<file path="src/rtl/des_top.sv">
// Iterative DES engine: one 64-bit block, one Feistel round per clock.
// After each reset release: LOAD, 16 rounds, then DONE holds the result.
// Optional feature macro DES_DECRYPT_EN adds a decrypt input sampled at LOAD.
module des_top (
  input  logic        clk,
  input  logic        rst_n,
  input  logic [0:63] plainText,
  input  logic [0:63] key,
`ifdef DES_DECRYPT_EN
  input  logic        decrypt,
`endif
  output logic [63:0] encrypted,
  output logic        completed
);

  typedef enum logic [1:0] {StLoad, StRound, StDone} state_e;

  // Table entries are 1-based DES bit numbers, MSB of each vector is DES bit 1.
  localparam int unsigned IpTbl [64] = '{
    58, 50, 42, 34, 26, 18, 10,  2, 60, 52, 44, 36, 28, 20, 12,  4,
    62, 54, 46, 38, 30, 22, 14,  6, 64, 56, 48, 40, 32, 24, 16,  8,
    57, 49, 41, 33, 25, 17,  9,  1, 59, 51, 43, 35, 27, 19, 11,  3,
    61, 53, 45, 37, 29, 21, 13,  5, 63, 55, 47, 39, 31, 23, 15,  7};

  localparam int unsigned FpTbl [64] = '{
    40,  8, 48, 16, 56, 24, 64, 32, 39,  7, 47, 15, 55, 23, 63, 31,
    38,  6, 46, 14, 54, 22, 62, 30, 37,  5, 45, 13, 53, 21, 61, 29,
    36,  4, 44, 12, 52, 20, 60, 28, 35,  3, 43, 11, 51, 19, 59, 27,
    34,  2, 42, 10, 50, 18, 58, 26, 33,  1, 41,  9, 49, 17, 57, 25};

  localparam int unsigned ETbl [48] = '{
    32,  1,  2,  3,  4,  5,  4,  5,  6,  7,  8,  9,
     8,  9, 10, 11, 12, 13, 12, 13, 14, 15, 16, 17,
    16, 17, 18, 19, 20, 21, 20, 21, 22, 23, 24, 25,
    24, 25, 26, 27, 28, 29, 28, 29, 30, 31, 32,  1};

  localparam int unsigned PTbl [32] = '{
    16,  7, 20, 21, 29, 12, 28, 17,  1, 15, 23, 26,  5, 18, 31, 10,
     2,  8, 24, 14, 32, 27,  3,  9, 19, 13, 30,  6, 22, 11,  4, 25};

  localparam int unsigned Pc1Tbl [56] = '{
    57, 49, 41, 33, 25, 17,  9,  1, 58, 50, 42, 34, 26, 18,
    10,  2, 59, 51, 43, 35, 27, 19, 11,  3, 60, 52, 44, 36,
    63, 55, 47, 39, 31, 23, 15,  7, 62, 54, 46, 38, 30, 22,
    14,  6, 61, 53, 45, 37, 29, 21, 13,  5, 28, 20, 12,  4};

  localparam int unsigned Pc2Tbl [48] = '{
    14, 17, 11, 24,  1,  5,  3, 28, 15,  6, 21, 10,
    23, 19, 12,  4, 26,  8, 16,  7, 27, 20, 13,  2,
    41, 52, 31, 37, 47, 55, 30, 40, 51, 45, 33, 48,
    44, 49, 39, 56, 34, 53, 46, 42, 50, 36, 29, 32};

  // Indexed by {row, col} = {b1, b6, b2..b5} of the 6-bit S-box input.
  localparam logic [3:0] SBox [8][64] = '{
    '{14,  4, 13,  1,  2, 15, 11,  8,  3, 10,  6, 12,  5,  9,  0,  7,
       0, 15,  7,  4, 14,  2, 13,  1, 10,  6, 12, 11,  9,  5,  3,  8,
       4,  1, 14,  8, 13,  6,  2, 11, 15, 12,  9,  7,  3, 10,  5,  0,
      15, 12,  8,  2,  4,  9,  1,  7,  5, 11,  3, 14, 10,  0,  6, 13},
    '{15,  1,  8, 14,  6, 11,  3,  4,  9,  7,  2, 13, 12,  0,  5, 10,
       3, 13,  4,  7, 15,  2,  8, 14, 12,  0,  1, 10,  6,  9, 11,  5,
       0, 14,  7, 11, 10,  4, 13,  1,  5,  8, 12,  6,  9,  3,  2, 15,
      13,  8, 10,  1,  3, 15,  4,  2, 11,  6,  7, 12,  0,  5, 14,  9},
    '{10,  0,  9, 14,  6,  3, 15,  5,  1, 13, 12,  7, 11,  4,  2,  8,
      13,  7,  0,  9,  3,  4,  6, 10,  2,  8,  5, 14, 12, 11, 15,  1,
      13,  6,  4,  9,  8, 15,  3,  0, 11,  1,  2, 12,  5, 10, 14,  7,
       1, 10, 13,  0,  6,  9,  8,  7,  4, 15, 14,  3, 11,  5,  2, 12},
    '{ 7, 13, 14,  3,  0,  6,  9, 10,  1,  2,  8,  5, 11, 12,  4, 15,
      13,  8, 11,  5,  6, 15,  0,  3,  4,  7,  2, 12,  1, 10, 14,  9,
      10,  6,  9,  0, 12, 11,  7, 13, 15,  1,  3, 14,  5,  2,  8,  4,
       3, 15,  0,  6, 10,  1, 13,  8,  9,  4,  5, 11, 12,  7,  2, 14},
    '{ 2, 12,  4,  1,  7, 10, 11,  6,  8,  5,  3, 15, 13,  0, 14,  9,
      14, 11,  2, 12,  4,  7, 13,  1,  5,  0, 15, 10,  3,  9,  8,  6,
       4,  2,  1, 11, 10, 13,  7,  8, 15,  9, 12,  5,  6,  3,  0, 14,
      11,  8, 12,  7,  1, 14,  2, 13,  6, 15,  0,  9, 10,  4,  5,  3},
    '{12,  1, 10, 15,  9,  2,  6,  8,  0, 13,  3,  4, 14,  7,  5, 11,
      10, 15,  4,  2,  7, 12,  9,  5,  6,  1, 13, 14,  0, 11,  3,  8,
       9, 14, 15,  5,  2,  8, 12,  3,  7,  0,  4, 10,  1, 13, 11,  6,
       4,  3,  2, 12,  9,  5, 15, 10, 11, 14,  1,  7,  6,  0,  8, 13},
    '{ 4, 11,  2, 14, 15,  0,  8, 13,  3, 12,  9,  7,  5, 10,  6,  1,
      13,  0, 11,  7,  4,  9,  1, 10, 14,  3,  5, 12,  2, 15,  8,  6,
       1,  4, 11, 13, 12,  3,  7, 14, 10, 15,  6,  8,  0,  5,  9,  2,
       6, 11, 13,  8,  1,  4, 10,  7,  9,  5,  0, 15, 14,  2,  3, 12},
    '{13,  2,  8,  4,  6, 15, 11,  1, 10,  9,  3, 14,  5,  0, 12,  7,
       1, 15, 13,  8, 10,  3,  7,  4, 12,  5,  6, 11,  0, 14,  9,  2,
       7, 11,  4,  1,  9, 12, 14,  2,  0,  6, 10, 13, 15,  3,  5,  8,
       2,  1, 14,  7,  4, 10,  8, 13, 15, 12,  9,  0,  3,  5,  6, 11}};

  function automatic logic [63:0] perm_ip(input logic [63:0] v);
    for (int j = 0; j < 64; j++) perm_ip[63-j] = v[64-IpTbl[j]];
  endfunction

  function automatic logic [63:0] perm_fp(input logic [63:0] v);
    for (int j = 0; j < 64; j++) perm_fp[63-j] = v[64-FpTbl[j]];
  endfunction

  function automatic logic [55:0] perm_pc1(input logic [63:0] v);
    for (int j = 0; j < 56; j++) perm_pc1[55-j] = v[64-Pc1Tbl[j]];
  endfunction

  function automatic logic [47:0] perm_pc2(input logic [55:0] v);
    for (int j = 0; j < 48; j++) perm_pc2[47-j] = v[56-Pc2Tbl[j]];
  endfunction

  function automatic logic [47:0] expand(input logic [31:0] v);
    for (int j = 0; j < 48; j++) expand[47-j] = v[32-ETbl[j]];
  endfunction

  function automatic logic [31:0] perm_p(input logic [31:0] v);
    for (int j = 0; j < 32; j++) perm_p[31-j] = v[32-PTbl[j]];
  endfunction

  // Round function f(R, K) = P(S(E(R) xor K)).
  function automatic logic [31:0] feistel(input logic [31:0] r, input logic [47:0] k);
    logic [47:0] x;
    logic [5:0]  six;
    logic [31:0] s;
    x = expand(r) ^ k;
    s = '0;
    for (int i = 0; i < 8; i++) begin
      six           = x[47-6*i -: 6];
      s[31-4*i -: 4] = SBox[i][{six[5], six[0], six[4:1]}];
    end
    return perm_p(s);
  endfunction

  // Rotation toward DES bit 1 (the MSB) is a left rotate.
  function automatic logic [27:0] rotl(input logic [27:0] v, input logic [1:0] n);
    case (n)
      2'd1:    rotl = {v[26:0], v[27]};
      2'd2:    rotl = {v[25:0], v[27:26]};
      default: rotl = v;
    endcase
  endfunction

  function automatic logic [27:0] rotr(input logic [27:0] v, input logic [1:0] n);
    case (n)
      2'd1:    rotr = {v[0], v[27:1]};
      2'd2:    rotr = {v[1:0], v[27:2]};
      default: rotr = v;
    endcase
  endfunction

  state_e      state_q;
  logic [4:0]  round_q;
  logic [31:0] l_q, r_q;
  logic [27:0] c_q, d_q;
  logic        dec_mode;

  logic [1:0]  shift_amt;
  logic [27:0] c_next, d_next;
  logic [47:0] subkey;
  logic [31:0] f_out;

`ifdef DES_DECRYPT_EN
  logic decrypt_q;
  assign dec_mode = decrypt_q;
`else
  assign dec_mode = 1'b0;
`endif

  // Key-schedule step and round function for the round held in round_q.
  always_comb begin
    shift_amt = 2'd2;
    if (dec_mode) begin
      // Walks the schedule backwards: K16 is C0/D0 itself, then undo each shift.
      if (round_q == 5'd1) shift_amt = 2'd0;
      else if (round_q == 5'd2 || round_q == 5'd9 || round_q == 5'd16) shift_amt = 2'd1;
      c_next = rotr(c_q, shift_amt);
      d_next = rotr(d_q, shift_amt);
    end else begin
      if (round_q == 5'd1 || round_q == 5'd2 || round_q == 5'd9 || round_q == 5'd16) begin
        shift_amt = 2'd1;
      end
      c_next = rotl(c_q, shift_amt);
      d_next = rotl(d_q, shift_amt);
    end
    subkey = perm_pc2({c_next, d_next});
    f_out  = feistel(r_q, subkey);
  end

  // Control FSM plus datapath registers; outputs only change on DONE entry.
  always_ff @(posedge clk or negedge rst_n) begin
    if (!rst_n) begin
      state_q   <= StLoad;
      round_q   <= '0;
      l_q       <= '0;
      r_q       <= '0;
      c_q       <= '0;
      d_q       <= '0;
      encrypted <= '0;
      completed <= 1'b0;
`ifdef DES_DECRYPT_EN
      decrypt_q <= 1'b0;
`endif
    end else begin
      case (state_q)
        StLoad: begin
          {l_q, r_q} <= perm_ip(plainText);
          {c_q, d_q} <= perm_pc1(key);
          round_q    <= 5'd1;
          state_q    <= StRound;
`ifdef DES_DECRYPT_EN
          decrypt_q  <= decrypt;
`endif
        end
        StRound: begin
          l_q     <= r_q;
          r_q     <= l_q ^ f_out;
          c_q     <= c_next;
          d_q     <= d_next;
          round_q <= round_q + 5'd1;
          if (round_q == 5'd16) state_q <= StDone;
        end
        StDone: begin
          // Halves are swapped before FP; after that the state is frozen.
          if (!completed) begin
            encrypted <= perm_fp({r_q, l_q});
            completed <= 1'b1;
          end
        end
        default: state_q <= StLoad;
      endcase
    end
  end

endmodule

</file>
<file path="config.mk">
export PLATFORM = sky130hd
export DESIGN_NAME = des_top
export DESIGN_NICKNAME = d
export VERILOG_FILES = /design/src/rtl/des_top.sv
export SDC_FILE = /design/constraint.sdc
export NUM_CORES = 1
export LEC_CHECK = 0
export CAP_MARGIN = 20
export CORE_MARGIN = 4
export CORE_UTILIZATION = 25
export DETAILED_ROUTE_END_ITERATION = 6
export PLACE_DENSITY = 0.42
export SLEW_MARGIN = 30
export SYNTH_ARGS = -nofsm -noshare
export SYNTH_HDL_FRONTEND = slang
export SYNTH_SLANG_ARGS = --single-unit
</file>
<file path="constraint.sdc">
create_clock -name clk -period 5.7 [get_ports clk]
set_input_delay 0.57 -clock clk [delete_from_list [all_inputs] [get_ports clk]]
set_output_delay 0.57 -clock clk [all_outputs]
set_load 0.03 [all_outputs]
</file>
==> results.sh, run 1 <==
export IMPL_detailedRoute_firstPassIterationCount=5
export IMPL_critical_path_cell_chain="inv_1, ha_1, nor2b_1, or3_2, buf_4, a21boi_1, or3_1, and2_1, inv_1, ha_1, o21ai_0, o21ai_0, mux4_2, a221o_1, or4b_1, nand3_1"
export IMPL_route_antenna_remaining_nets=0
export IMPL_post_synth_main_area_contributors="sky130_fd_sc_hd__dfrtp_1 31%, sky130_fd_sc_hd__o21ai_0 6.5%, sky130_fd_sc_hd__mux2i_1 6.1%, sky130_fd_sc_hd__nand2_1 5.3%, sky130_fd_sc_hd__ha_1 5.3%"
export IMPL_synth_seq_cells=192
export IMPL_tritoncts_clock_tree="done"
export IMPL_layout_drive_gt1_share=0.107
export IMPL_grt_usage=0.183
export IMPL_die_h_um=258
export IMPL_maxCapViolCount=0
export IMPL_crit_arrival_ns=5.56
export IMPL_power_leakage_uw=0.00761
export IMPL_placed_cells_incl_taps=2772
export IMPL_maximum_number_of_pins_on_one_net_before_global_route_repair=98
export IMPL_status="completed"
export IMPL_die_x_um=258
export IMPL_place_ws_ns=0.648
export IMPL_crit_buf_inv=3
export IMPL_gp_congestion=0.871
export IMPL_final_period_minus_worst_setup_slack_ns=5.12
export IMPL_placedInstanceArea_um2=18400
export IMPL_timing_final_crit_share=0.899
export IMPL_synth_yosys_seq_area_share=0.307
export IMPL_htreeDepth=4
export IMPL_global_route_overflow_total=0
export IMPL_ys_async_sr_fraction=1.00
export IMPL_ios=195
export IMPL_vias_per_cell=5.29
export IMPL_initial_core_util=0.253
export IMPL_grt_pass1_wl_um=93800
export IMPL_synth_cell_area_um2=15700
export IMPL_finalClockSkew_ns=0.0191
export IMPL_timing_final_max_slew_violations=0
export IMPL_crit_path_top_delay_cell="sky130_fd_sc_hd__or3_2"
export IMPL_layout_common_cells="223 x sky130_fd_sc_hd__nand2_1, 203 x sky130_fd_sc_hd__o21ai_0, 190 x sky130_fd_sc_hd__dfrtp_1"
export IMPL_detailroute_via_count=14849
export IMPL_clock_latency_ns=0.50
export IMPL_clk_transition_reported_paths_ns=0.08
export IMPL_finalWirelength_um=62000
export IMPL_synthDominantAreaCellType="sky130_fd_sc_hd__dfrtp_1"
export IMPL_post_cts_setup_buffers=0
export IMPL_cts_buffer_depth=2
export IMPL_root_buffer="sky130_fd_sc_hd__clkbuf_16"
export IMPL_timing_final_setup_violations=0
export IMPL_ys_types=88
export IMPL_ctsHoldBuffers=0
export IMPL_fin_hold_viols=0
export IMPL_layout_cell_area_non_filler_um2=19100
export IMPL_dp_hpwl_um=46400
export IMPL_synth_edf_count=0
export IMPL_tightestPinTransition_ns=0.968
export IMPL_worst_slew_margin_rel=0.352
export IMPL_postCtsResizedCells=0
export IMPL_grt_setup_unrepaired="false"
export IMPL_design_final_nets=2152
export IMPL_syn_avg_cell_area_um2=8.51
export IMPL_fillers=6583
export IMPL_numPortBuffers=186
export IMPL_biggest_cell_delay_along_the_critical_path_ns=0.66
export IMPL_syn_num_nets=2036
export IMPL_antenna_found_initial=2
export IMPL_worst_setup_path_type="reg -> reg"
export IMPL_timing_critical_path_from_type="register"
export IMPL_synth_main_ff_cell="sky130_fd_sc_hd__dfrtp_1"
export IMPL_cts_sinks=192
export IMPL_power_density_nw_per_um2=527
export IMPL_worst_path_dominant_cell_family="simple AND/OR/NAND/NOR gates"
export IMPL_area_growth_synth_to_final_pct=21.8
export IMPL_antenna_cells_inserted=0
export IMPL_final_setup_worst_slack_ns=0.575
export IMPL_crit_end_element="register"
export IMPL_grt_pass1_vias=14520
export IMPL_final_common_cell="sky130_fd_sc_hd__nand2_1"
export IMPL_route_detailed_wl_per_inst_um=22.1
export IMPL_yosysTopAreaCellShare=0.307
export IMPL_max_freq_mhz=195
export IMPL_fin_tns_setup_ns=0
export IMPL_ir_drop_mv=0.288
export IMPL_hold_path_class="in -> async"
export IMPL_core_area_um2=61800
export IMPL_instances_no_fill=2806
export IMPL_detail_route_iter0_violations=1236
export IMPL_syn_inst=1840
export IMPL_cts_buffers=17
export IMPL_drcViolationCount=0
export IMPL_path_max_fanout=33
export IMPL_yosysWarnings=0
export IMPL_critPathRequiredTime_ns=6.13
export IMPL_fp_dieArea_um2=66700
export IMPL_std_cell_rows=91
layout make-up:
type,instances,area (µm²),share of cell area
Multi-Input combinational cell,1454,10100,0.529
Sequential cell,192,4810,0.252
Timing Repair Buffer,235,2300,0.121
Tap cell,837,1050,0.0549
Clock buffer,20,447,0.0234
Inverter,56,210,0.0110
Clock inverter,12,159,0.00833
flip-flops by register name (all words and copies together), names as in the netlist:
name / count
r_q: 32
c_q: 28
round_q: 5
state_q: 2
completed: 1
d_q: 28
encrypted: 64
l_q: 32
kinds of logic after synthesis:
family,after synthesis,synth area share
compound gates,549,0.233
xor+xnor,41,0.0248
fa+ha+maj,67,0.0534
buf+inv,194,0.0497
flops,192,0.307
mux,186,0.143
simple gates,611,0.189
power by group:
part | switching, µW | total [µW] | internal [µW] | leakage, µW
Sequential | 686 | 2520 | 1840 | 0.00225
Clock | 604 | 1310 | 704 | 0.000279
Combinational | 3600 | 6220 | 2610 | 0.00508
Total | 4890 | 10100 | 5160 | 0.00761
final timing paths:
path / cells after the start / start / endpoint / slack, ns
worst max-delay path: 16 / round_q[0]$_DFFE_PN0P_ / r_q[28]$_DFFE_PN0P_ / 0.58
worst min-delay path: 1 / rst_n / encrypted[19]$_DFFE_PN0P_ / 0.03
worst max register to register: 16 / round_q[0]$_DFFE_PN0P_ / r_q[28]$_DFFE_PN0P_ / 0.58
worst min register to register: 1 / encrypted[48]$_DFFE_PN0P_ / encrypted[48]$_DFFE_PN0P_ / 0.50
max in group asynchronous: 2 / rst_n / d_q[26]$_DFFE_PN0P_ / 4.71
min in group clk: 1 / encrypted[48]$_DFFE_PN0P_ / encrypted[48]$_DFFE_PN0P_ / 0.50
layer usage:
layer	routed length (µm)	vias to the layer above	share of wire	GRT usage
li1	-	7044	-	-
met4	1400	0	0.023	0.0523
met2	30100	397	0.49	0.305
met5	0	-	0	0
met3	2230	59	0.036	0.0258
met1	28300	7349	0.46	0.247
cell usage after synthesis (all sizes together) (7+ instances only):
library cell,count
a2111oi,9
nor3b,11
clkbuf,109
a221o,20
o22ai,10
a22oi,13
inv,55
o2111ai,7
and3,35
xor2,8
or3,32
nor2b,10
mux2,68
o21a,15
buf,29
a211o,10
o211ai,44
nand2,225
nor2,85
a311oi,15
ha,66
nand4,10
nand2b,24
xnor2,32
a31oi,14
a31o,10
nand3,89
mux4,23
and2,14
nor3,52
a211oi,29
a21oi,51
a21boi,33
o21ai,206
dfrtp,192
mux2i,95
stage by stage:
step,hold slack [ns],power (µW),util
floorplan,0.274,6390,-
global placement,0.483,8720,0.298
detailed placement,0.493,8740,0.298
CTS,0.200,10100,0.308
global route,0.0286,10700,0.308
finish,0.0318,10100,0.308
Power figures use the tool's default switching activity.
==> inputs of run 2 (changes only) <==
Settings changed: CORE_UTILIZATION 25 to 30, PLACE_DENSITY 0.42 to 0.48, RECOVER_POWER set to 100.
==> run 2 against run 1 <==
Compared with the run above:
- the run now ends with capacitance limit, slew limit left
- global-route usage rose by 1.8 points
- critical path type unchanged
- critical endpoint unchanged
- power fell by 2.4%
- die area fell by 16%
- design area fell by 1.9%
- highest routed layer unchanged
- sequential power barely moved
==> results.sh, run 2 (synthesized netlist as in run 1, its figures left out) <==
export IMPL_crit_buf_inv=3
export IMPL_maximum_number_of_pins_on_one_net_before_global_route_repair=213
export IMPL_root_buffer="sky130_fd_sc_hd__clkbuf_16"
export IMPL_clock_latency_ns=0.47
export IMPL_hold_path_class="in -> async"
export IMPL_detailroute_via_count=14765
export IMPL_detail_route_iter0_violations=1191
export IMPL_power_density_nw_per_um2=524
export IMPL_layout_drive_gt1_share=0.0946
export IMPL_ir_drop_mv=0.248
export IMPL_drcViolationCount=0
export IMPL_failed_checks="capacitance limit, slew limit"
export IMPL_critical_path_endpoint="r_q[28]$_DFFE_PN0P_"
export IMPL_power_leakage_uw=0.00755
export IMPL_route_detailed_wl_per_inst_um=21.9
export IMPL_critPathRequiredTime_ns=6.10
export IMPL_timing_critical_path_from_type="register"
export IMPL_largest_register_ff_count=64
export IMPL_timing_final_setup_violations=0
export IMPL_tritoncts_clock_tree="done"
export IMPL_std_cell_rows=83
export IMPL_clk_transition_reported_paths_ns=0.09
export IMPL_worstReg2RegEnd="r_q[28]$_DFFE_PN0P_"
export IMPL_max_flop_register="encrypted"
export IMPL_worst_slew_margin_rel=-1.02
export IMPL_area_growth_synth_to_final_pct=19.6
export IMPL_cts_buffer_depth=2
export IMPL_setup_worst_path_start="round_q[0]$_DFFE_PN0P_"
export IMPL_initial_core_util=0.304
export IMPL_postCtsResizedCells=0
export IMPL_path_max_fanout=33
export IMPL_crit_reg2reg_launch="round_q[0]$_DFFE_PN0P_"
export IMPL_cp_depth=16
export IMPL_status="finished with violations"
export IMPL_total_power_uw=9810
export IMPL_design_final_nets=2138
export IMPL_max_freq_mhz=194
export IMPL_post_cts_setup_buffers=0
export IMPL_fp_dieArea_um2=55900
export IMPL_layout_top_registers="encrypted x64, l_q x32, r_q x32"
export IMPL_dp_hpwl_um=43100
export IMPL_grt_setup_unrepaired="false"
export IMPL_gp_congestion=0.887
export IMPL_final_common_cell="sky130_fd_sc_hd__nand2_1"
export IMPL_fin_tns_setup_ns=0
export IMPL_final_setup_worst_slack_ns=0.549
export IMPL_crit_end_element="register"
export IMPL_tightestPinTransition_ns=3.03
export IMPL_numPortBuffers=186
export IMPL_antenna_found_initial=1
export IMPL_ctsHoldBuffers=0
export IMPL_biggest_cell_delay_along_the_critical_path_ns=0.60
export IMPL_crit_path_top_delay_cell="sky130_fd_sc_hd__or3_2"
export IMPL_maxCapViolCount=5
export IMPL_finalWirelength_um=57700
export IMPL_grt_pass1_wl_um=88600
export IMPL_cts_buffers=17
export IMPL_worst_setup_path_type="reg -> reg"
export IMPL_grt_pass1_vias=14382
export IMPL_crit_arrival_ns=5.55
export IMPL_die_x_um=236
export IMPL_ios=195
export IMPL_timing_final_crit_share=0.904
export IMPL_critical_path_cell_chain="inv_1, ha_1, nor2b_1, or3_2, buf_4, a21boi_1, or3_1, and2_0, inv_1, ha_1, o21ai_0, o21ai_0, mux4_2, a221o_1, or4b_1, nand3_1"
export IMPL_timing_final_max_slew_violations=264
export IMPL_cts_sinks=192
export IMPL_vias_per_cell=5.60
export IMPL_final_period_minus_worst_setup_slack_ns=5.15
export IMPL_core_area_um2=51500
export IMPL_fin_hold_viols=0
export IMPL_htreeDepth=4
export IMPL_ff2ff_path_depth=16
export IMPL_detailedRoute_firstPassIterationCount=5
export IMPL_finalClockSkew_ns=0.0168
export IMPL_die_h_um=236
export IMPL_place_ws_ns=0.760
export IMPL_global_route_overflow_total=0
export IMPL_route_antenna_remaining_nets=0
export IMPL_worst_path_dominant_cell_family="simple AND/OR/NAND/NOR gates"
export IMPL_layout_common_cells="223 x sky130_fd_sc_hd__nand2_1, 203 x sky130_fd_sc_hd__o21ai_0, 191 x sky130_fd_sc_hd__dfrtp_1"
export IMPL_timing_reg2reg_setup_slack_ns=0.55
export IMPL_grt_usage=0.201
## run 2: cell types whose count changed in the layout (fill, tap and decap cells not counted), moves of 3 or more
cell,before,now
sky130_fd_sc_hd__clkdlybuf4s50_1,185,120
sky130_fd_sc_hd__dlygate4sd3_1,0,65
sky130_fd_sc_hd__buf_4,45,23
sky130_fd_sc_hd__clkbuf_1,2,11
sky130_fd_sc_hd__clkinvlp_4,5,0
sky130_fd_sc_hd__and2_0,2,5
sky130_fd_sc_hd__and2_1,12,9
## run 2: per-stage QoR
stage | area (µm²) | instances | util | hold WS (ns)
final | 18700 | 2636 | 0.363 | 0.0951
after global placement | 18100 | 2603 | 0.352 | 0.477
after global routing | 18700 | 2636 | 0.363 | 0.137
after CTS | 18800 | 2635 | 0.364 | 0.141
after floorplan | 15700 | 1840 | - | 0.274
after detailed placement | 18100 | 2603 | 0.352 | 0.485
## run 2: layer usage
metal	wire (µm)	vias up	GRT usage	part of all wire
li1	-	7025	-	-
met4	2660	0	0.0867	0.046
met1	25000	7211	0.261	0.43
met2	27300	447	0.330	0.47
met3	2740	82	0.0355	0.047
met5	0	-	0	0
## run 2: cell type report
class,count,area (µm²)
timing repair buffer,221,2100
sequential,192,4810
antenna,1,2.50
clock buffer,19,443
fill,5324,32800
clock inverter,13,198
tap,680,851
multi-input combinational,1454,10100
inverter,56,210
## run 2: power breakdown
part | total, µW | switching [µW] | internal, µW | leakage [µW]
clock | 1360 | 604 | 758 | 0.000315
sequential | 2490 | 653 | 1840 | 0.00225
combinational | 5960 | 3530 | 2430 | 0.00499
total | 9810 | 4790 | 5030 | 0.00755
## run 2: worst min-delay path by stage
stage,start,depth (start not counted),to,slack (ns)
after floorplan,rst_n,0,c_q[0]$_DFFE_PN0P_,0.27
after global placement,d_q[4]$_DFFE_PN0P_,2,d_q[4]$_DFFE_PN0P_,0.48
after detailed placement,c_q[15]$_DFFE_PN0P_,2,c_q[15]$_DFFE_PN0P_,0.48
after CTS,rst_n,1,encrypted[42]$_DFFE_PN0P_,0.14
after global routing,rst_n,1,encrypted[43]$_DFFE_PN0P_,0.14
final,rst_n,1,encrypted[43]$_DFFE_PN0P_,0.1
==> inputs of run 3 (changes only) <==
Settings changed: CORE_UTILIZATION 30 to 55, HOLD_SLACK_MARGIN set to 0.12, PLACE_DENSITY 0.48 to 0.79.
==> run 3 against run 2 <==
Compared with the run above:
- the run still ends with capacitance limit, slew limit left
- clock power decreased by 13%
- clock skew decreased by 0.0045 ns
- non-clock buffer count increased by 1
- core utilization increased by 29 points
- design area decreased by 2.3%
- power decreased by 2.0%
- first-iteration DRC count increased by 27%
- fmax decreased by 0.81%
- worst hold slack improved by 0.40 ns
- largest power group unchanged
==> results.sh, run 3 (synthesized netlist as in run 1, its figures left out) <==
export IMPL_status="finished with violations"
export IMPL_failed_checks="capacitance limit, slew limit"
export IMPL_grt_usage=0.319
export IMPL_fin_util=0.655
export IMPL_power_share_clock=0.123
export IMPL_fin_tns_setup_ns=0
export IMPL_root_buffer="sky130_fd_sc_hd__clkbuf_16"
export IMPL_power_density_nw_per_um2=526
export IMPL_initial_core_util=0.560
export IMPL_grt_met3_usage=0.0547
export IMPL_core_area_um2=27900
export IMPL_timing_final_max_slew_violations=152
export IMPL_fp_dieArea_um2=31200
export IMPL_busiest_layer="met2"
export IMPL_finalClockSkew_ns=0.0123
export IMPL_clk_transition_reported_paths_ns=0.08
export IMPL_detailroute_via_count=15186
export IMPL_tightestPinTransition_ns=3.21
export IMPL_total_switching_power_uw=4700
export IMPL_numPortBuffers=186
export IMPL_design_final_nets=2139
export IMPL_timing_reg2reg_setup_slack_ns=0.51
export IMPL_maximum_number_of_pins_on_one_net_before_global_route_repair=109
export IMPL_cts_buffer_depth=2
export IMPL_worst_slew_margin_rel=-1.14
export IMPL_drcViolationCount=0
export IMPL_hold_path_startpoint="c_q[20]$_DFFE_PN0P_"
export IMPL_final_period_minus_worst_setup_slack_ns=5.19
export IMPL_ff2ff_path_depth=6
export IMPL_layout_top_registers="encrypted x64, l_q x32, r_q x32"
export IMPL_biggest_cell_delay_along_the_critical_path_ns=1.85
export IMPL_crit_reg2reg_launch="state_q[0]$_DFFE_PN0P_"
export IMPL_detail_route_iter0_violations=1517
export IMPL_whs_ns=0.498
export IMPL_detailedRoute_firstPassIterationCount=6
export IMPL_grt_setup_unrepaired="false"
export IMPL_antenna_found_initial=1
export IMPL_combPwrFrac=0.620
export IMPL_largest_register_ff_count=64
export IMPL_critPathRequiredTime_ns=6.07
export IMPL_ios=195
export IMPL_crit_end_element="register"
export IMPL_cts_sinks=192
export IMPL_global_route_overflow_total=0
export IMPL_die_x_um=177
export IMPL_route_detailed_wl_per_inst_um=22.1
export IMPL_fin_hold_viols=0
export IMPL_max_freq_mhz=193
export IMPL_hold_path_class="reg -> reg"
export IMPL_timing_final_setup_violations=0
export IMPL_clock_latency_ns=0.45
export IMPL_vias_per_cell=6.50
export IMPL_timing_critical_path_from_type="register"
export IMPL_cts_buffers=17
export IMPL_htreeDepth=4
export IMPL_max_flop_register="encrypted"
export IMPL_std_cell_rows=61
export IMPL_crit_path_top_delay_cell="sky130_fd_sc_hd__clkbuf_1"
export IMPL_ir_drop_mv=0.363
export IMPL_layout_common_cells="223 x sky130_fd_sc_hd__nand2_1, 203 x sky130_fd_sc_hd__o21ai_0, 191 x sky130_fd_sc_hd__dfrtp_1"
export IMPL_worst_setup_path_type="reg -> reg"
export IMPL_gp_congestion=0.962
export IMPL_power_switching_fraction=0.489
export IMPL_hold_end="c_q[20]$_DFFE_PN0P_"
export IMPL_holdPathStages=2
export IMPL_grt_use_met2=0.521
export IMPL_internal_power_uw=4910
export IMPL_route_antenna_remaining_nets=0
export IMPL_layout_drive_gt1_share=0.0966
export IMPL_dp_hpwl_um=37900
export IMPL_crit_arrival_ns=5.57
export IMPL_sequentialPowerShare=0.257
export IMPL_tritoncts_clock_tree="done"
export IMPL_grt_pass1_wl_um=79300
export IMPL_path_max_fanout=62
export IMPL_grt_met1_usage=0.417
export IMPL_final_common_cell="sky130_fd_sc_hd__nand2_1"
export IMPL_die_h_um=177
export IMPL_area_growth_synth_to_final_pct=16.9
export IMPL_finalWirelength_um=51600
export IMPL_critical_path_cell_chain="clkbuf_1, nor2b_4, clkbuf_2, nand2_1, or4_1, nand3_1"
export IMPL_power_leakage_uw=0.00753
export IMPL_worstReg2RegEnd="r_q[1]$_DFFE_PN0P_"
export IMPL_post_cts_setup_buffers=0
export IMPL_maxCapViolCount=4
export IMPL_timing_final_crit_share=0.911
export IMPL_grt_pass1_vias=14024
run 3: cell count changes in the layout (fill, tap and decap cells not counted), sizes merged:
cell / before / now
bufinv: 4 / 1
clkinvlp: 0 / 2
inv: 60 / 59
clkbuf: 31 / 24
clkinv: 5 / 7
buf: 24 / 31
dlygate4sd3: 65 / 66
run 3: how the worst max path moves through the flow:
stage	startpoint	end	slack [ns]	cells after the start
6_report	state_q[0]$_DFFE_PN0P_	r_q[1]$_DFFE_PN0P_	0.51	6
5_1_grt	state_q[0]$_DFFE_PN0P_	r_q[1]$_DFFE_PN0P_	0.18	6
4_1_cts	round_q[0]$_DFFE_PN0P_	r_q[9]$_DFFE_PN0P_	0.63	18
3_5_place_dp	round_q[0]$_DFFE_PN0P_	r_q[9]$_DFFE_PN0P_	0.68	18
3_3_place_gp	round_q[0]$_DFFE_PN0P_	r_q[9]$_DFFE_PN0P_	0.81	18
2_1_floorplan	round_q[0]$_DFFE_PN0P_	r_q[28]$_DFFE_PN0P_	1.29	19
run 3: power groups by stage:
stage / sequential [µW] / combinational [µW] / clock [µW]
after global placement: 2460 / 5840 / 0
after detailed placement: 2480 / 5930 / 0
after global routing: 2530 / 6400 / 1250
final: 2470 / 5960 / 1180
after CTS: 2470 / 5960 / 1190
after floorplan: 2610 / 3780 / 0
run 3: routing by layer:
metal | share of wire | vias to the layer above
li1 | - | 7014
met1 | 0.40 | 7354
met2 | 0.47 | 691
met3 | 0.071 | 127
met4 | 0.053 | 0
met5 | 0 | -
run 3: area by class of cell:
cell class	count	area, µm²
timing repair buffer	222	2130
antenna	1	2.50
clock buffer	19	433
tap	378	473
clock inverter	13	128
inverter	56	210
fill	2350	9650
sequential	192	4810
multi-input combinational	1454	10100
run 3: what timing repair did:
action,4_1_cts,5_1_grt
endpoints found under the setup margin,0,0
endpoints found under the hold margin,49,0
hold buffers,1,0
resized for setup,0,0
run 3: critical path, delay by kind of cell, from the launching register on:
family / cells / cell delay (ns)
buffers and inverters: 2 / 2.73
flip-flops: 1 / 1.34
AND/OR/NAND/NOR: 4 / 1.03
run 3: metrics by stage:
step	cells	instance area (µm²)	total power, µW	setup WS [ns]
after floorplan	1840	15700	6390	1.29
after global placement	2299	17700	8290	0.808
after detailed placement	2301	17800	8410	0.681
after CTS	2334	18300	9620	0.627
after global routing	2335	18300	10200	0.176
final	2335	18300	9610	0.507
